### config.mk
export PLATFORM = sky130hd
export DESIGN_NAME = clk_div_prog
export DESIGN_NICKNAME = d
export VERILOG_FILES = /design/src/rtl/clk_div_prog.sv
export SDC_FILE = /design/constraint.sdc
export NUM_CORES = 1
export LEC_CHECK = 0
export CORE_ASPECT_RATIO = 1.25
export CORE_MARGIN = 3
export CORE_UTILIZATION = 58
export DETAILED_ROUTE_END_ITERATION = 10
export PLACE_DENSITY = 0.95
export SLEW_MARGIN = 20
export SYNTH_ARGS = -nofsm -noshare
export SYNTH_HDL_FRONTEND = slang
export SYNTH_SLANG_ARGS = --single-unit
### constraint.sdc
create_clock -name clk -period 6.95 [get_ports clk]
set_clock_uncertainty 0.1 [all_clocks]
set_input_delay 0.695 -clock clk [delete_from_list [all_inputs] [get_ports clk]]
set_output_delay 0.695 -clock clk [all_outputs]
set_load 0.02 [all_outputs]
### src/rtl/clk_div_prog.sv
// Runtime-programmable clock divider with 50% duty for even and odd divisors.
// Divisor and enable changes are applied only at period boundaries.
module clk_div_prog #(
  parameter int unsigned WIDTH       = 8,
  parameter int unsigned DEFAULT_DIV = 9
) (
  input  logic             clk,
  input  logic             rst,
  input  logic             en,
  input  logic [WIDTH-1:0] div_in,
  input  logic             div_load,
  output logic             div_ack,
  output logic [WIDTH-1:0] div_cur,
  output logic             tick,
  output logic             clk_out
);

  localparam logic [WIDTH-1:0] ONE     = WIDTH'(1);
  localparam logic [WIDTH-1:0] DIV_RST = WIDTH'(DEFAULT_DIV);

  typedef enum logic {IDLE = 1'b0, RUN = 1'b1} state_e;

  state_e           state_q, state_d;
  logic [WIDTH-1:0] cnt_q, cnt_d;
  logic [WIDTH-1:0] d_act_q, d_act_d;
  logic [WIDTH-1:0] pend_q, pend_d;
  logic             pend_v_q, pend_v_d;
  logic             clk_pos_q, clk_pos_d;
  logic             clk_neg_q;
  logic             tick_q, tick_d;
  logic             div_ack_q, div_ack_d;

  logic [WIDTH-1:0] d_eff, h_cur, d_new, d_new_eff, cnt_inc;
  logic             boundary;

  // Divisor 0 aliases 1; d_new is the divisor governing a period started now.
  always_comb begin
    d_eff     = (d_act_q == '0) ? ONE : d_act_q;
    h_cur     = d_eff >> 1;
    d_new     = pend_v_q ? pend_q : d_act_q;
    d_new_eff = (d_new == '0) ? ONE : d_new;
    cnt_inc   = cnt_q + ONE;
    boundary  = (state_q == IDLE) || (cnt_q == d_eff - ONE);
  end

  // State register
  always_ff @(posedge clk or posedge rst) begin
    if (rst) begin
      state_q   <= IDLE;
      cnt_q     <= '0;
      d_act_q   <= DIV_RST;
      pend_q    <= '0;
      pend_v_q  <= 1'b0;
      clk_pos_q <= 1'b0;
      tick_q    <= 1'b0;
      div_ack_q <= 1'b0;
    end else begin
      state_q   <= state_d;
      cnt_q     <= cnt_d;
      d_act_q   <= d_act_d;
      pend_q    <= pend_d;
      pend_v_q  <= pend_v_d;
      clk_pos_q <= clk_pos_d;
      tick_q    <= tick_d;
      div_ack_q <= div_ack_d;
    end
  end

  // Half-cycle delayed copy used to stretch odd-divisor high phases
  always_ff @(negedge clk or posedge rst) begin
    if (rst) clk_neg_q <= 1'b0;
    else     clk_neg_q <= clk_pos_q;
  end

  // Next-state: phase counter, divisor application and pending capture
  always_comb begin
    state_d  = state_q;
    cnt_d    = cnt_q;
    d_act_d  = d_act_q;
    pend_d   = pend_q;
    pend_v_d = pend_v_q;
    if (boundary) begin
      cnt_d   = '0;
      state_d = en ? RUN : IDLE;
      if (pend_v_q) begin
        d_act_d  = pend_q;
        pend_v_d = 1'b0;
      end
    end else begin
      cnt_d = cnt_inc;
    end
    // A load on a boundary edge is held for the following boundary
    if (div_load) begin
      pend_d   = div_in;
      pend_v_d = 1'b1;
    end
  end

  // Registered output next values
  always_comb begin
    tick_d    = 1'b0;
    div_ack_d = 1'b0;
    clk_pos_d = 1'b0;
    if (boundary) begin
      div_ack_d = pend_v_q;
      tick_d    = en;
      clk_pos_d = en && (d_new_eff > ONE);
    end else begin
      clk_pos_d = cnt_inc < h_cur;
    end
  end

  // Divided clock select: bypass for D==1, half-cycle stretch for odd D
  always_comb begin
    clk_out = 1'b0;
    if (state_q == RUN) begin
      if (d_eff == ONE)  clk_out = clk;
      else if (d_eff[0]) clk_out = clk_pos_q | clk_neg_q;
      else               clk_out = clk_pos_q;
    end
  end

  assign div_ack = div_ack_q;
  assign div_cur = d_act_q;
  assign tick    = tick_q;

endmodule
Word-level counts from Yosys, hierarchy flattened
Cells that the tools add are included.

operators by class
  add/subtract/negate cells = 2
  order comparisons = 2
  eq/ne operators = 2
  muxes and demuxes = 13
  bitwise logic cells = 2
  reductions and logical operators = 5

operators by type and width
  cell                 number
  $mux 8               4
  $logic_not 8->1      2
  $mux 1               9
  $add 8x1->8 const B  1
  $eq 8x1->1 const B   1
  $eq 8x8->1           1
  $gt 8x1->1 const B   1
  $lt 8x7->1           1
  $sub 8x1->8 const B  1
  $reduce_bool 2->1    1
  $logic_and 1x1->1    1
  $logic_or 1x1->1     1
  $not 1->1            1
  $or 1x1->1           1

storage, ports and cells
  register bits = 30
  input port bits = 12
  output and inout bits = 11
  logic and storage cells = 35

Logic depth before layout (Yosys ltp)
  depth in word-level cells = 7
  depth in mapped cells = 11
  depth with buffers taken out = 9

==> qor.csv <==
metric,value,unit
synth-main-ff-cell,dfrtp_1,
pwr-share-seq,0.344,
via_count,1253,
core_area,0.00271,mm2
synthArstFlopShare,1.00,
multi_input_area,837,um2
synth-seq-area-share,0.454,
drive_gt1_frac,0.198,
hold_ws,0.447,ns
avgSynthCellArea,11.4,um2
ys_ff_latch,30,
overflow,0,
rsz0062_at_grt,no,
post_cts_resized,0,
dp_hpwl,2.65,mm
synth.most_common_cell,dfrtp_1,
postCtsSetupBuffers,0,
r2r_cells,0,
finalSetupViolations,0,
antenna_cells,0,
setup_tns,0,ns
critPathMaxStageDelay,0.61,ns
irDropWorstVdd,0.298,mV
drc_errors,0,
crit_buf_inv,1,
rows,21,
yosys-top-cells-area,"dfrtp_1 (41%), mux2_4 (7.2%), ha_1 (6.8%)",
critPathKind,reg -> out,
regArea,753,um2
clock_latency,0.44,ns
slowest_stage,clkdlybuf4s50_1,
hold_class,reg -> reg,
crit_chain,a21oi_1 > a21oi_1 > clkdlybuf4s50_1,
switching_share,0.425,
synth_top_area_share,0.407,
switchingPower,416,uW
routed_wl,3.63,mm
grt_pass1_wl,6.33,mm
cp_common_cell,a21oi_1,
cp.arrival,5.12,ns
fin_ws,1.03,ns
hold_viol_final,0,
grt_pass1_vias,1352,
fillers,166,
utilization,0.737,
syn_area,0.00166,mm2
antenna_found_initial,0,
pwr_density_cell,490,mW/mm2
drt-initial-drc-count,30,
max-cap-violations,0,
die_h,65.8,um
die_area,0.00354,mm2
ctsHoldBuffers,0,
pre_cts_ws,1.52,ns
cts.clk_slew.worst_paths,0.09,ns
clkPwrFrac,0.151,
p_leak,0.867,nW
final_cells,211,
internal-power,562,uW
worstPathRequired,6.15,ns
critPathMaxFanout,1,
place_congestion,0.867,
track_usage,0.265,
max_slew.worst_pin.slew,0.909,ns
grt_max_degree,31,
syn_inst,146,
place_inst,200,
nets,197,
min_path_cells,1,
cp-end-kind,output pin,
yosys.area.top_type,dfrtp_1,
synth_edf_count,0,
cpLargestDelayFamily,buffers and inverters,
initial_utilization,0.613,
cts_tree,done,
synthDistinctLibCells,39,
maxSlewViolCount,0,
post_drt_wl_per_cell,17.2,um
drt-pass1-iter-count,4,
synth_common_cells,"dfrtp_1 (27), inv_1 (13), ha_1 (9), xnor2_1 (9)",
area_growth,20.3,%
start_kind,flip-flop,
io_pins,23,
port_buffers,22,
worst-path-stages,3,
die_w,53.8,um
viasPerCell,5.94,
outcome,"finished, final reports clean",
ys_warn_count,0,
pwr-share-comb,0.504,
syn_nets,167,
slew_headroom,0.390,
drtAntennaViolNets,0,
-- path summary, 6_finish.rpt --
kind	startpoint	endpoint	slack (ns)
worst max-delay path	clk_neg_q	clk_out	1.03
worst min-delay path	pend_q[4]	div_cur[4]	0.45
worst max register to register	clk_pos_q	clk_neg_q	2.83
worst min register to register	pend_q[4]	div_cur[4]	0.45
max in group asynchronous	rst	clk_neg_q	2.56
min in group asynchronous	rst	cnt_q[5]	0.51
-- cell families (layout without fill, tap and decap cells) --
group | Yosys count | after routing | share of synthesized area
flip-flops | 30 | 30 | 0.454
adder cells (fa/ha/maj) | 9 | 9 | 0.0679
XOR/XNOR | 13 | 13 | 0.0686
AO/OA/AOI/OAI | 23 | 23 | 0.103
multiplexers | 17 | 17 | 0.133
AND/OR/NAND/NOR | 38 | 38 | 0.133
buffers and inverters | 16 | 47 | 0.0415
-- final cells by class --
class | count | area share
clock buffer | 10 | 0.0420
clock inverter | 2 | 0.00627
inverter | 13 | 0.0245
multi-input combinational | 100 | 0.419
sequential | 30 | 0.377
tap | 34 | 0.0213
timing repair buffer | 22 | 0.109
-- power groups by stage --
stage / registers (mW) / logic (mW) / clock network [mW]
CTS: 0.335 / 0.493 / 0.151
global placement: 0.330 / 0.461 / 0.0132
detailed placement: 0.338 / 0.487 / 0.0132
floorplan: 0.335 / 0.344 / 0.00706
global route: 0.345 / 0.552 / 0.161
finish: 0.337 / 0.493 / 0.148
-- flip-flops by register name, indices dropped and copies added, names as in the netlist --
| name | flops |
|---|---|
| cnt_q | 8 |
| clk_pos_q | 1 |
| clk_neg_q | 1 |
| div_ack | 1 |
| state_q | 1 |
| div_cur | 8 |
| pend_q | 8 |
| tick | 1 |
| pend_v_q | 1 |
-- metal layers --
metal	track usage	part of all wire	up-vias
li1	-	-	570
met1	0.278	0.38	614
met2	0.420	0.53	55
met3	0.104	0.059	14
met4	0.185	0.034	0
met5	0	0	-
-- stage by stage --
stage / total power [mW] / area [um2]
6_report: 0.978 / 2000
2_1_floorplan: 0.686 / 1660
5_1_grt: 1.06 / 2000
3_5_place_dp: 0.838 / 1910
3_3_place_gp: 0.805 / 1910
4_1_cts: 0.978 / 2000
-- cell usage in the layout, fill, tap and decap left out, types with 2 or more instances in the layout --
master and instances:
mux2_2 8, clkbuf_4 8, o21bai_1 2, xnor2_1 9, a21oi_1 6, dfrtp_1 27, nand2b_1 3, dfstp_2 2
mux2_4 8, o2111ai_1 2, a21o_1 2, clkdlybuf4s50_1 22, nor2b_1 6, nand2_1 8, xor2_1 4, a31oi_1 2
nand3_1 7, inv_1 13, nor2_1 7, ha_1 9
Power figures use the tool's default switching activity.
